## config.mk

```make
export PLATFORM = sky130hd
export DESIGN_NAME = codec_resp
export DESIGN_NICKNAME = d
export VERILOG_FILES = /design/src/rtl/codec_resp.sv
export SDC_FILE = /design/constraint.sdc
export NUM_CORES = 1
export LEC_CHECK = 0
export CAP_MARGIN = 25
export CORE_UTILIZATION = 40
export CTS_CLUSTER_DIAMETER = 150
export DETAILED_ROUTE_END_ITERATION = 7
export PLACE_DENSITY_LB_ADDON = 0.08
export SYNTH_ARGS = -nofsm -noshare
export SYNTH_HDL_FRONTEND = slang
export SYNTH_SLANG_ARGS = --single-unit
export TNS_END_PERCENT = 10
```

## constraint.sdc

```tcl
create_clock -name clk -period 2.43 [get_ports clk]
set_input_delay 0.486 -clock clk [delete_from_list [all_inputs] [get_ports clk]]
set_output_delay 0.486 -clock clk [all_outputs]
set_load 0.01 [all_outputs]
```

## src/rtl/codec_resp.sv

```systemverilog
`default_nettype none
// ============================================================================
//  Module   : codec_resp
//  Purpose  : Serial-audio CODEC responder. Oversamples the master's
//             LRCLK/SCLK/SDin/RSTn, captures DAC words into parallel
//             left/right registers and serializes ADC sample pairs from a
//             small push FIFO onto SDout.
//  Revision : 1.0  initial release
// ============================================================================
module codec_resp #(
    parameter int FIFO_DEPTH = 4,
    parameter int WIDTH      = 16
) (
    input  logic             clk,
    input  logic             rst_n,
    input  logic             LRCLK,
    input  logic             SCLK,
    input  logic             RSTn,
    input  logic             SDin,
    output logic             SDout,
    input  logic [WIDTH-1:0] adc_lft,
    input  logic [WIDTH-1:0] adc_rht,
    input  logic             adc_push,
    output logic             adc_full,
    output logic [WIDTH-1:0] dac_lft,
    output logic [WIDTH-1:0] dac_rht,
    output logic             dac_vld,
    output logic             frame_err,
    output logic             underrun,
    input  logic             err_clr
);

    localparam int c_PTR_W = (FIFO_DEPTH > 1) ? $clog2(FIFO_DEPTH) : 1;
    localparam int c_CNT_W = $clog2(FIFO_DEPTH + 1);

    localparam logic [c_CNT_W-1:0] c_DEPTH    = c_CNT_W'(FIFO_DEPTH);
    localparam logic [c_CNT_W-1:0] c_CNT_ONE  = c_CNT_W'(1);
    localparam logic [c_PTR_W-1:0] c_PTR_ONE  = c_PTR_W'(1);
    localparam logic [4:0]         c_BITS_OK  = 5'(WIDTH);
    localparam logic [4:0]         c_BITS_SAT = 5'd31;

    localparam logic [1:0] c_ST_IDLE  = 2'd0;
    localparam logic [1:0] c_ST_ALIGN = 2'd1;
    localparam logic [1:0] c_ST_LEFT  = 2'd2;
    localparam logic [1:0] c_ST_RIGHT = 2'd3;

    // ------------------------------------------------------------------
    // Synchronizers: bit0 LRCLK, bit1 SCLK, bit2 SDin, bit3 RSTn.
    // Only the clocks need a third stage for edge detection.
    // ------------------------------------------------------------------
    logic [3:0] r_sync1;
    logic [3:0] r_sync2;
    logic [1:0] r_sync3;

    // Two-flop synchronizer plus edge-detect delay stage
    always_ff @(posedge clk or negedge rst_n) begin
        if (!rst_n) begin
            r_sync1 <= '0;
            r_sync2 <= '0;
            r_sync3 <= '0;
        end else begin
            r_sync1 <= {RSTn, SDin, SCLK, LRCLK};
            r_sync2 <= r_sync1;
            r_sync3 <= r_sync2[1:0];
        end
    end

    logic w_lr_s;
    logic w_sdin_s;
    logic w_rstn_s;
    logic w_lr_rise;
    logic w_lr_fall;
    logic w_lr_edge;
    logic w_sclk_rise;
    logic w_sclk_fall;

    assign w_lr_s      = r_sync2[0];
    assign w_sdin_s    = r_sync2[2];
    assign w_rstn_s    = r_sync2[3];
    assign w_lr_rise   =  w_lr_s     & ~r_sync3[0];
    assign w_lr_fall   = ~w_lr_s     &  r_sync3[0];
    assign w_lr_edge   = w_lr_rise | w_lr_fall;
    assign w_sclk_rise =  r_sync2[1] & ~r_sync3[1];
    assign w_sclk_fall = ~r_sync2[1] &  r_sync3[1];

    // ------------------------------------------------------------------
    // Registered state
    // ------------------------------------------------------------------
    logic [1:0]         r_state;
    logic [WIDTH-1:0]   r_rx_shift;
    logic [4:0]         r_bit_cnt;
    logic [WIDTH-1:0]   r_tx_shift;
    logic [WIDTH-1:0]   r_rht_hold;
    logic               r_sdout;
    logic               r_lft_got;
    logic [WIDTH-1:0]   r_dac_lft;
    logic [WIDTH-1:0]   r_dac_rht;
    logic               r_dac_vld;
    logic               r_frame_err;
    logic               r_underrun;

    logic [2*WIDTH-1:0] r_mem [FIFO_DEPTH];
    logic [c_PTR_W-1:0] r_wr_ptr;
    logic [c_PTR_W-1:0] r_rd_ptr;
    logic [c_CNT_W-1:0] r_count;

    // ------------------------------------------------------------------
    // Next-state logic for the serial datapaths
    // ------------------------------------------------------------------
    logic               w_active;
    logic               w_in_half;
    logic               w_load_rise;
    logic               w_empty;
    logic               w_full;
    logic               w_pop;
    logic               w_push_ok;
    logic [2*WIDTH-1:0] w_rd_data;
    logic [WIDTH-1:0]   w_rx_next;
    logic [4:0]         w_cnt_next;
    logic [WIDTH-1:0]   w_tx_next;
    logic [WIDTH-1:0]   w_hold_next;
    logic [1:0]         w_state_next;
    logic               w_ferr_set;
    logic               w_uflow_set;
    logic               w_cap_l;
    logic               w_cap_r;

    assign w_empty   = (r_count == '0);
    assign w_full    = (r_count == c_DEPTH);
    assign w_rd_data = r_mem[r_rd_ptr];

    // Receive/transmit shifters, frame tracking and error detection
    always_comb begin
        w_active    = w_rstn_s && (r_state != c_ST_IDLE);
        w_in_half   = (r_state == c_ST_LEFT) || (r_state == c_ST_RIGHT);
        // A new frame starts on LRCLK rise when leaving ALIGN or RIGHT
        w_load_rise = w_active && w_lr_rise &&
                      ((r_state == c_ST_ALIGN) || (r_state == c_ST_RIGHT));
        w_pop       = w_load_rise && !w_empty;
        w_uflow_set = w_load_rise && w_empty;

        // Bit shifted in on an SCLK rise is included in a coincident capture
        w_rx_next  = r_rx_shift;
        w_cnt_next = r_bit_cnt;
        if (w_sclk_rise) begin
            w_rx_next = {r_rx_shift[WIDTH-2:0], w_sdin_s};
            if (r_bit_cnt != c_BITS_SAT) begin
                w_cnt_next = r_bit_cnt + 5'd1;
            end
        end

        w_ferr_set = w_active && w_in_half && w_lr_edge && (w_cnt_next != c_BITS_OK);
        w_cap_l    = w_active && (r_state == c_ST_LEFT)  && w_lr_fall;
        w_cap_r    = w_active && (r_state == c_ST_RIGHT) && w_lr_rise;

        // LRCLK edges take priority over the SCLK fall the master pairs with them
        w_tx_next   = r_tx_shift;
        w_hold_next = r_rht_hold;
        if (w_load_rise) begin
            if (w_empty) begin
                w_tx_next   = '0;
                w_hold_next = '0;
            end else begin
                w_tx_next   = w_rd_data[2*WIDTH-1:WIDTH];
                w_hold_next = w_rd_data[WIDTH-1:0];
            end
        end else if (w_lr_fall && (r_state == c_ST_LEFT)) begin
            w_tx_next = r_rht_hold;
        end else if (w_sclk_fall && !w_lr_edge) begin
            w_tx_next = {r_tx_shift[WIDTH-2:0], r_tx_shift[WIDTH-1]};
        end

        w_state_next = r_state;
        case (r_state)
            c_ST_IDLE:  w_state_next = c_ST_ALIGN;
            c_ST_ALIGN: if (w_lr_rise) w_state_next = c_ST_LEFT;
            c_ST_LEFT:  if (w_lr_fall) w_state_next = c_ST_RIGHT;
            c_ST_RIGHT: if (w_lr_rise) w_state_next = c_ST_LEFT;
            default:    w_state_next = c_ST_IDLE;
        endcase
    end

    // Frame state machine, shift registers and DAC word capture
    always_ff @(posedge clk or negedge rst_n) begin
        if (!rst_n) begin
            r_state    <= c_ST_IDLE;
            r_rx_shift <= '0;
            r_bit_cnt  <= '0;
            r_tx_shift <= '0;
            r_rht_hold <= '0;
            r_sdout    <= 1'b0;
            r_lft_got  <= 1'b0;
            r_dac_lft  <= '0;
            r_dac_rht  <= '0;
            r_dac_vld  <= 1'b0;
        end else begin
            r_dac_vld <= 1'b0;
            if (!w_rstn_s || (r_state == c_ST_IDLE)) begin
                // CODEC held in reset: silence the link and forget the frame
                r_state    <= w_rstn_s ? c_ST_ALIGN : c_ST_IDLE;
                r_rx_shift <= '0;
                r_bit_cnt  <= '0;
                r_tx_shift <= '0;
                r_rht_hold <= '0;
                r_sdout    <= 1'b0;
                r_lft_got  <= 1'b0;
            end else begin
                r_state    <= w_state_next;
                r_rx_shift <= w_rx_next;
                r_bit_cnt  <= w_lr_edge ? 5'd0 : w_cnt_next;
                r_tx_shift <= w_tx_next;
                r_rht_hold <= w_hold_next;
                r_sdout    <= w_tx_next[WIDTH-1];
                if (w_cap_l) begin
                    r_dac_lft <= w_rx_next;
                    r_lft_got <= 1'b1;
                end
                if (w_cap_r) begin
                    r_dac_rht <= w_rx_next;
                    r_dac_vld <= r_lft_got;
                end
            end
        end
    end

    // Sticky error flags; a new set condition beats a clear
    always_ff @(posedge clk or negedge rst_n) begin
        if (!rst_n) begin
            r_frame_err <= 1'b0;
            r_underrun  <= 1'b0;
        end else begin
            if (w_ferr_set) begin
                r_frame_err <= 1'b1;
            end else if (err_clr) begin
                r_frame_err <= 1'b0;
            end
            if (w_uflow_set) begin
                r_underrun <= 1'b1;
            end else if (err_clr) begin
                r_underrun <= 1'b0;
            end
        end
    end

    // ------------------------------------------------------------------
    // ADC sample-pair FIFO. A pop in the same cycle frees a slot, so a
    // push while full is still accepted then.
    // ------------------------------------------------------------------
    assign w_push_ok = adc_push && w_rstn_s && (!w_full || w_pop);

    // FIFO pointers and occupancy; flushed while the CODEC is in reset
    always_ff @(posedge clk or negedge rst_n) begin
        if (!rst_n) begin
            r_wr_ptr <= '0;
            r_rd_ptr <= '0;
            r_count  <= '0;
        end else if (!w_rstn_s) begin
            r_wr_ptr <= '0;
            r_rd_ptr <= '0;
            r_count  <= '0;
        end else begin
            if (w_push_ok) begin
                r_wr_ptr <= r_wr_ptr + c_PTR_ONE;
            end
            if (w_pop) begin
                r_rd_ptr <= r_rd_ptr + c_PTR_ONE;
            end
            case ({w_push_ok, w_pop})
                2'b10:   r_count <= r_count + c_CNT_ONE;
                2'b01:   r_count <= r_count - c_CNT_ONE;
                default: r_count <= r_count;
            endcase
        end
    end

    // FIFO storage, left word in the upper half
    always_ff @(posedge clk or negedge rst_n) begin
        if (!rst_n) begin
            for (int i = 0; i < FIFO_DEPTH; i++) begin
                r_mem[i] <= '0;
            end
        end else if (w_push_ok) begin
            r_mem[r_wr_ptr] <= {adc_lft, adc_rht};
        end
    end

    assign SDout     = r_sdout;
    assign adc_full  = w_full;
    assign dac_lft   = r_dac_lft;
    assign dac_rht   = r_dac_rht;
    assign dac_vld   = r_dac_vld;
    assign frame_err = r_frame_err;
    assign underrun  = r_underrun;

endmodule
`default_nettype wire

```

; Yosys cells after proc, flatten, opt, wreduce, memory -nomap -nowiden
; Cells that the tools add are included.
[op_classes]
add_sub_neg = 5
order_cmp = 3
eq_ne = 13
n_mux = 39
bitwise_logic = 12
n_reduce_logical = 37
[op_table]
columns = op, count
row1 = $mux 16, 10
row2 = $bwmux 128, 1
row3 = $mux 32, 3
row4 = $bmux 32 s2, 1
row5 = $demux 32 s2, 1
row6 = $mux 5, 4
row7 = $logic_and 1x1->1, 17
row8 = $mux 2, 7
row9 = $ne 5x5->1 const B, 2
row10 = $reduce_bool 2->1, 5
row11 = $mux 1, 9
row12 = $eq 2x2->1 const B, 3
row13 = $ge 3x3->1 const B, 2
row14 = $ne 3x1->1 const B, 2
row15 = $not 2->3, 2
row16 = $pmux 2 s3, 1
row17 = $pmux 3 s2, 1
row18 = $reduce_and 2->1, 3
row19 = $add 5x1->5 const B, 1
row20 = $not 1->1, 5
row21 = $add 2x1->2 const B, 2
row22 = $and 1x1->1, 4
row23 = $eq 2x1->1 const B, 2
row24 = $logic_not 1->1, 4
row25 = other kinds (13), 17
[totals]
ff_bits = 237
out_inout_bits = 37
elab_cells = 132

; Logic depth before layout (Yosys ltp)
[depth]
depth_word = 10
ltp_mapped = 10

; Worst setup path after synthesis
; OpenSTA, ideal clock, no wires.
[synth_path]
path_type = register to register
start = register r_sync2[0]
end = register r_count[2]
t_arrival_ns = 1.831
t_required_ns = 2.361
slack_ns = 0.530
path_stages_with_launch = 10
path_buffers = 1
synth_period_minus_slack_ns = 1.900
cell_sequence = dfrtp_1 -> ha_1 -> and3_1 -> buf_2 -> and3_1 -> fa_1 -> inv_1 -> o2111a_1 -> a31oi_1 -> nand3_1
[synth_between]
elab_chain_len = 9
[synth_lines]
columns = element, line
row1 = "start, declared", 52  ; logic [3:0] r_sync2;
row2 = "start signal, assigned", 63  ; r_sync2 <= r_sync1;
row3 = $and 1x1->1 (*), 80  ; assign w_lr_rise = w_lr_s & ~r_sync3[0];
row4 = $logic_and 1x1->1 (*) (2 in series), 137  ; w_load_rise = w_active && w_lr_rise &&
row5 = $logic_and 1x1->1 (*), 139  ; w_pop = w_load_rise && !w_empty;
row6 = $logic_or 1x1->1, 249  ; assign w_push_ok = adc_push && w_rstn_s && (!w_full || w_pop);
row7 = $logic_and 1x1->1, 249
row8 = $eq 2x1->1 / $eq 2x2->1 (equally long branches), 268  ; case ({w_push_ok, w_pop})
row9 = $pmux 3 s2, 268
row10 = $mux 3, 257  ; end else if (!w_rstn_s) begin
row11 = "end signal, assigned", 269  ; 2'b10: r_count <= r_count + c_CNT_ONE;
row12 = "end signal, assigned", 270  ; 2'b01: r_count <= r_count - c_CNT_ONE;
row13 = "end signal, assigned", 271  ; default: r_count <= r_count;
row14 = "end, declared", 105  ; logic [c_CNT_W-1:0] r_count;
; Mark *: on every way between the ends. The rest lies on a longest branch, timed or not.
; A chain may end at the register's enable or synchronous reset.

; Worst setup path in the final report
[layout_path]
start = register r_count[0]
end = output adc_full
[layout_between]
elab_chain_len = 1
[layout_lines]
columns = element, line
row1 = $eq 3x3->1, 129  ; assign w_full = (r_count == c_DEPTH);
row2 = "end, declared", 24  ; output logic adc_full,
; No other way between the ends.

==> results.ini <==
[timing]
rsz0062_at_grt = no
timing.fmax_mhz = 435
worst_clock_skew_ns = 0.0233
timing.setup.tns_ns = 0
report.final.setup_viol = 0
holdWs_ns = 0.351
maxSlewViolCount = 0
finalWorstPathRequiredPeriod_ns = 2.30
worst-slew-pin-transition_ns = 0.539
slew_headroom = 0.641
period_share = 0.947
finalHoldViolCount = 0

[synth]
post-synth-top-area-fraction = 0.548
syn_area_mm2 = 0.0108
synthesis.instances = 728
post_synth_num_cell_types = 52
synth.ff_latch_count = 236
yosysTopAreaCell = sky130_fd_sc_hd__dfrtp_1
async_flop_share = 1.00
synth_flop_cell = sky130_fd_sc_hd__dfrtp_1
synth_fp_nets = 776
synthesis.area_per_instance_um2 = 14.8
yosys_warnings = 0
synth-edff-count = 0
ys_top_cells_by_area = sky130_fd_sc_hd__dfrtp_1, sky130_fd_sc_hd__mux2_4, sky130_fd_sc_hd__mux4_2
synth_sequential_area_ratio = 0.548

[detailed_routing]
route.antenna.remaining_nets = 0
via_per_inst = 5.37
post_drt_wl_per_cell_um = 20.3
via_count = 6277
drtIter0Drc = 387
wirelength_um = 23800
drc = 8
first_pass_iters = 6

[floorplanning]
die_y_um = 166
row_count = 59
floorplan.core_area_mm2 = 0.0263
design.die.area_mm2 = 0.0276
design.portCount = 77
initial_core_util = 0.410
die-width_um = 166

[placement]
dpl.hpwl_um = 15500
finalWeightedCongestion = 0.738
dpl_cell_area_mm2 = 0.0120
place.port_buffers = 76

[global_routing]
grt.met1_usage = 0.259
maximum_number_of_pins_on_one_net_before_global_route_repair = 68
grtUsageMet3 = 0.0262
first_global_vias = 6777
global_route.usage.met2 = 0.279
globalRouteOverflowTotal = 0
grt_pass1_wl_um = 39600
antenna_found_initial = 0
gr-usage-all-layers = 0.179
grt.busiest_layer = met2

[finish]
stdcell_area_mm2 = 0.0129
leading_cell_type_in_the_layout_fill_and_taps_excluded = sky130_fd_sc_hd__dfrtp_1
n_antenna_cell = 0
final_layout_size_suffix_gt1_frac = 0.302
flow.area_growth_from_synthesis_pct = 20.0
final_core_util = 0.492
final_net_count = 861
layout.cells.most_common_list = sky130_fd_sc_hd__dfrtp_1, sky130_fd_sc_hd__mux2_4, sky130_fd_sc_hd__clkdlybuf4s50_1, sky130_fd_sc_hd__nand2_1, sky130_fd_sc_hd__o21ai_0

[power]
power_density_mw_per_mm2 = 859
power_leakage_nw = 6.06
max-vdd-ir-drop_v = 0.000490

[clock_network]
tritoncts_num_sinks = 236
clock_insertion_delay_worst_skew_ns = 0.54
cts-root-to-sink-buffers = 3
cts.root.buffer_cell = sky130_fd_sc_hd__clkbuf_16
cts_inserted_buffers = 27
cts_tree = built
path_clk_slew_ns = 0.06
htree_num_levels = 1

[worst_setup_path]
crit_path_end_kind = output port
timing_worst_setup_path_type = flop to output port
worstPathArrival_ns = 1.81
worstRegToRegCells = 7
critical_path.max_fanout = 5
cp-start-kind = flop
data_required_time_at_the_worst_endpoint_ns = 1.94

[run]
max_cap_viol_count = 0

[status]
run_status = finished with violations
violations = DRC

[worst_hold_path]
min_path_cells = 0
min_path_type = flop to flop

## what timing repair did
item	in CTS	in global routing
hold buffers	1	0
endpoints found under the hold margin	62	0
setup buffers	1	0
setup endpoints to repair	1	0
resized for setup	1	0
## registers in the layout, indices dropped and copies added (netlist names), 2 cells and up
register	flops
dac_rht	16
r_bit_cnt	5
r_rx_shift	16
r_rd_ptr	2
dac_lft	16
r_sync3	2
r_wr_ptr	2
r_state	2
r_mem	128
r_count	3
r_rht_hold	16
r_sync1	4
r_tx_shift	16
r_sync2	4
## kinds of logic after synthesis
kind of cell	Yosys count	synth area share
buf+inv	62	0.0316
flops	236	0.548
compound gates	119	0.0836
fa+ha+maj	8	0.00998
simple gates	118	0.0615
xor+xnor	6	0.00557
mux	179	0.260
## power breakdown
part	internal [W]	switching, W
clock network	0.00257	0.00160
logic	0.00127	0.000599
registers	0.00465	0.000421
total	0.00849	0.00263
## final cells by class
class | instances | area (um^2)
Tap cell | 335 | 419
Timing Repair Buffer | 110 | 1110
Fill cell | 2262 | 13300
Multi-Input combinational cell | 430 | 4550
Inverter | 8 | 30.0
Clock buffer | 40 | 795
Sequential cell | 236 | 5910
Clock inverter | 10 | 131
## critical path: stages, from the launching register on
cell and delay (ns):
sky130_fd_sc_hd__dfrtp_1 0.45, sky130_fd_sc_hd__nor3b_4 0.25, sky130_fd_sc_hd__clkdlybuf4s50_1 0.59
## cells in the mapped netlist, drive strengths merged, types with 2 or more instances
| master | count |
|---|---|
| o2bb2ai | 16 |
| mux2 | 128 |
| inv | 8 |
| clkbuf | 26 |
| and4b | 16 |
| and2 | 5 |
| ha | 7 |
| a2bb2oi | 16 |
| dfrtp | 236 |
| xnor2 | 4 |
| a31oi | 3 |
| a21boi | 3 |
| nand4 | 3 |
| nand3b | 2 |
| a41oi | 17 |
| mux2i | 19 |
| nand2b | 4 |
| o21ai | 34 |
| nand3 | 4 |
| and3 | 4 |
| nor2 | 23 |
| buf | 28 |
| nor2b | 3 |
| nand2 | 49 |
| nor3b | 2 |
| a22o | 16 |
| mux4 | 32 |
| xor2 | 2 |
| a21oi | 5 |
## worst paths after layout
kind                       slack [ns]  startpoint    endpoint
min in group asynchronous        0.51       rst_n   r_mem[56]
max                              0.13  r_count[0]    adc_full
min                              0.35  r_sync1[1]  r_sync2[1]
max in group asynchronous        1.17       rst_n  r_mem[109]
min reg2reg                      0.35  r_sync1[1]  r_sync2[1]
max reg2reg                      0.35  r_count[1]  r_count[2]
## metal layers
metal / routed length (um) / vias up / part of all wire
met5: 0 / - / 0
li1: - / 2866 / -
met1: 11300 / 3241 / 0.47
met2: 10900 / 132 / 0.46
met4: 607 / 0 / 0.026
met3: 976 / 38 / 0.041
## metrics by stage
stage	instances	setup WS, ns	power, W
floorplan	728	0.530	0.00642
global placement	1117	0.203	0.00692
finish	1169	0.129	0.0111
global route	1169	0.0638	0.0116
detailed placement	1117	0.137	0.00701
CTS	1169	0.0927	0.0113
Note: power is estimated with default switching activity, not from simulation.
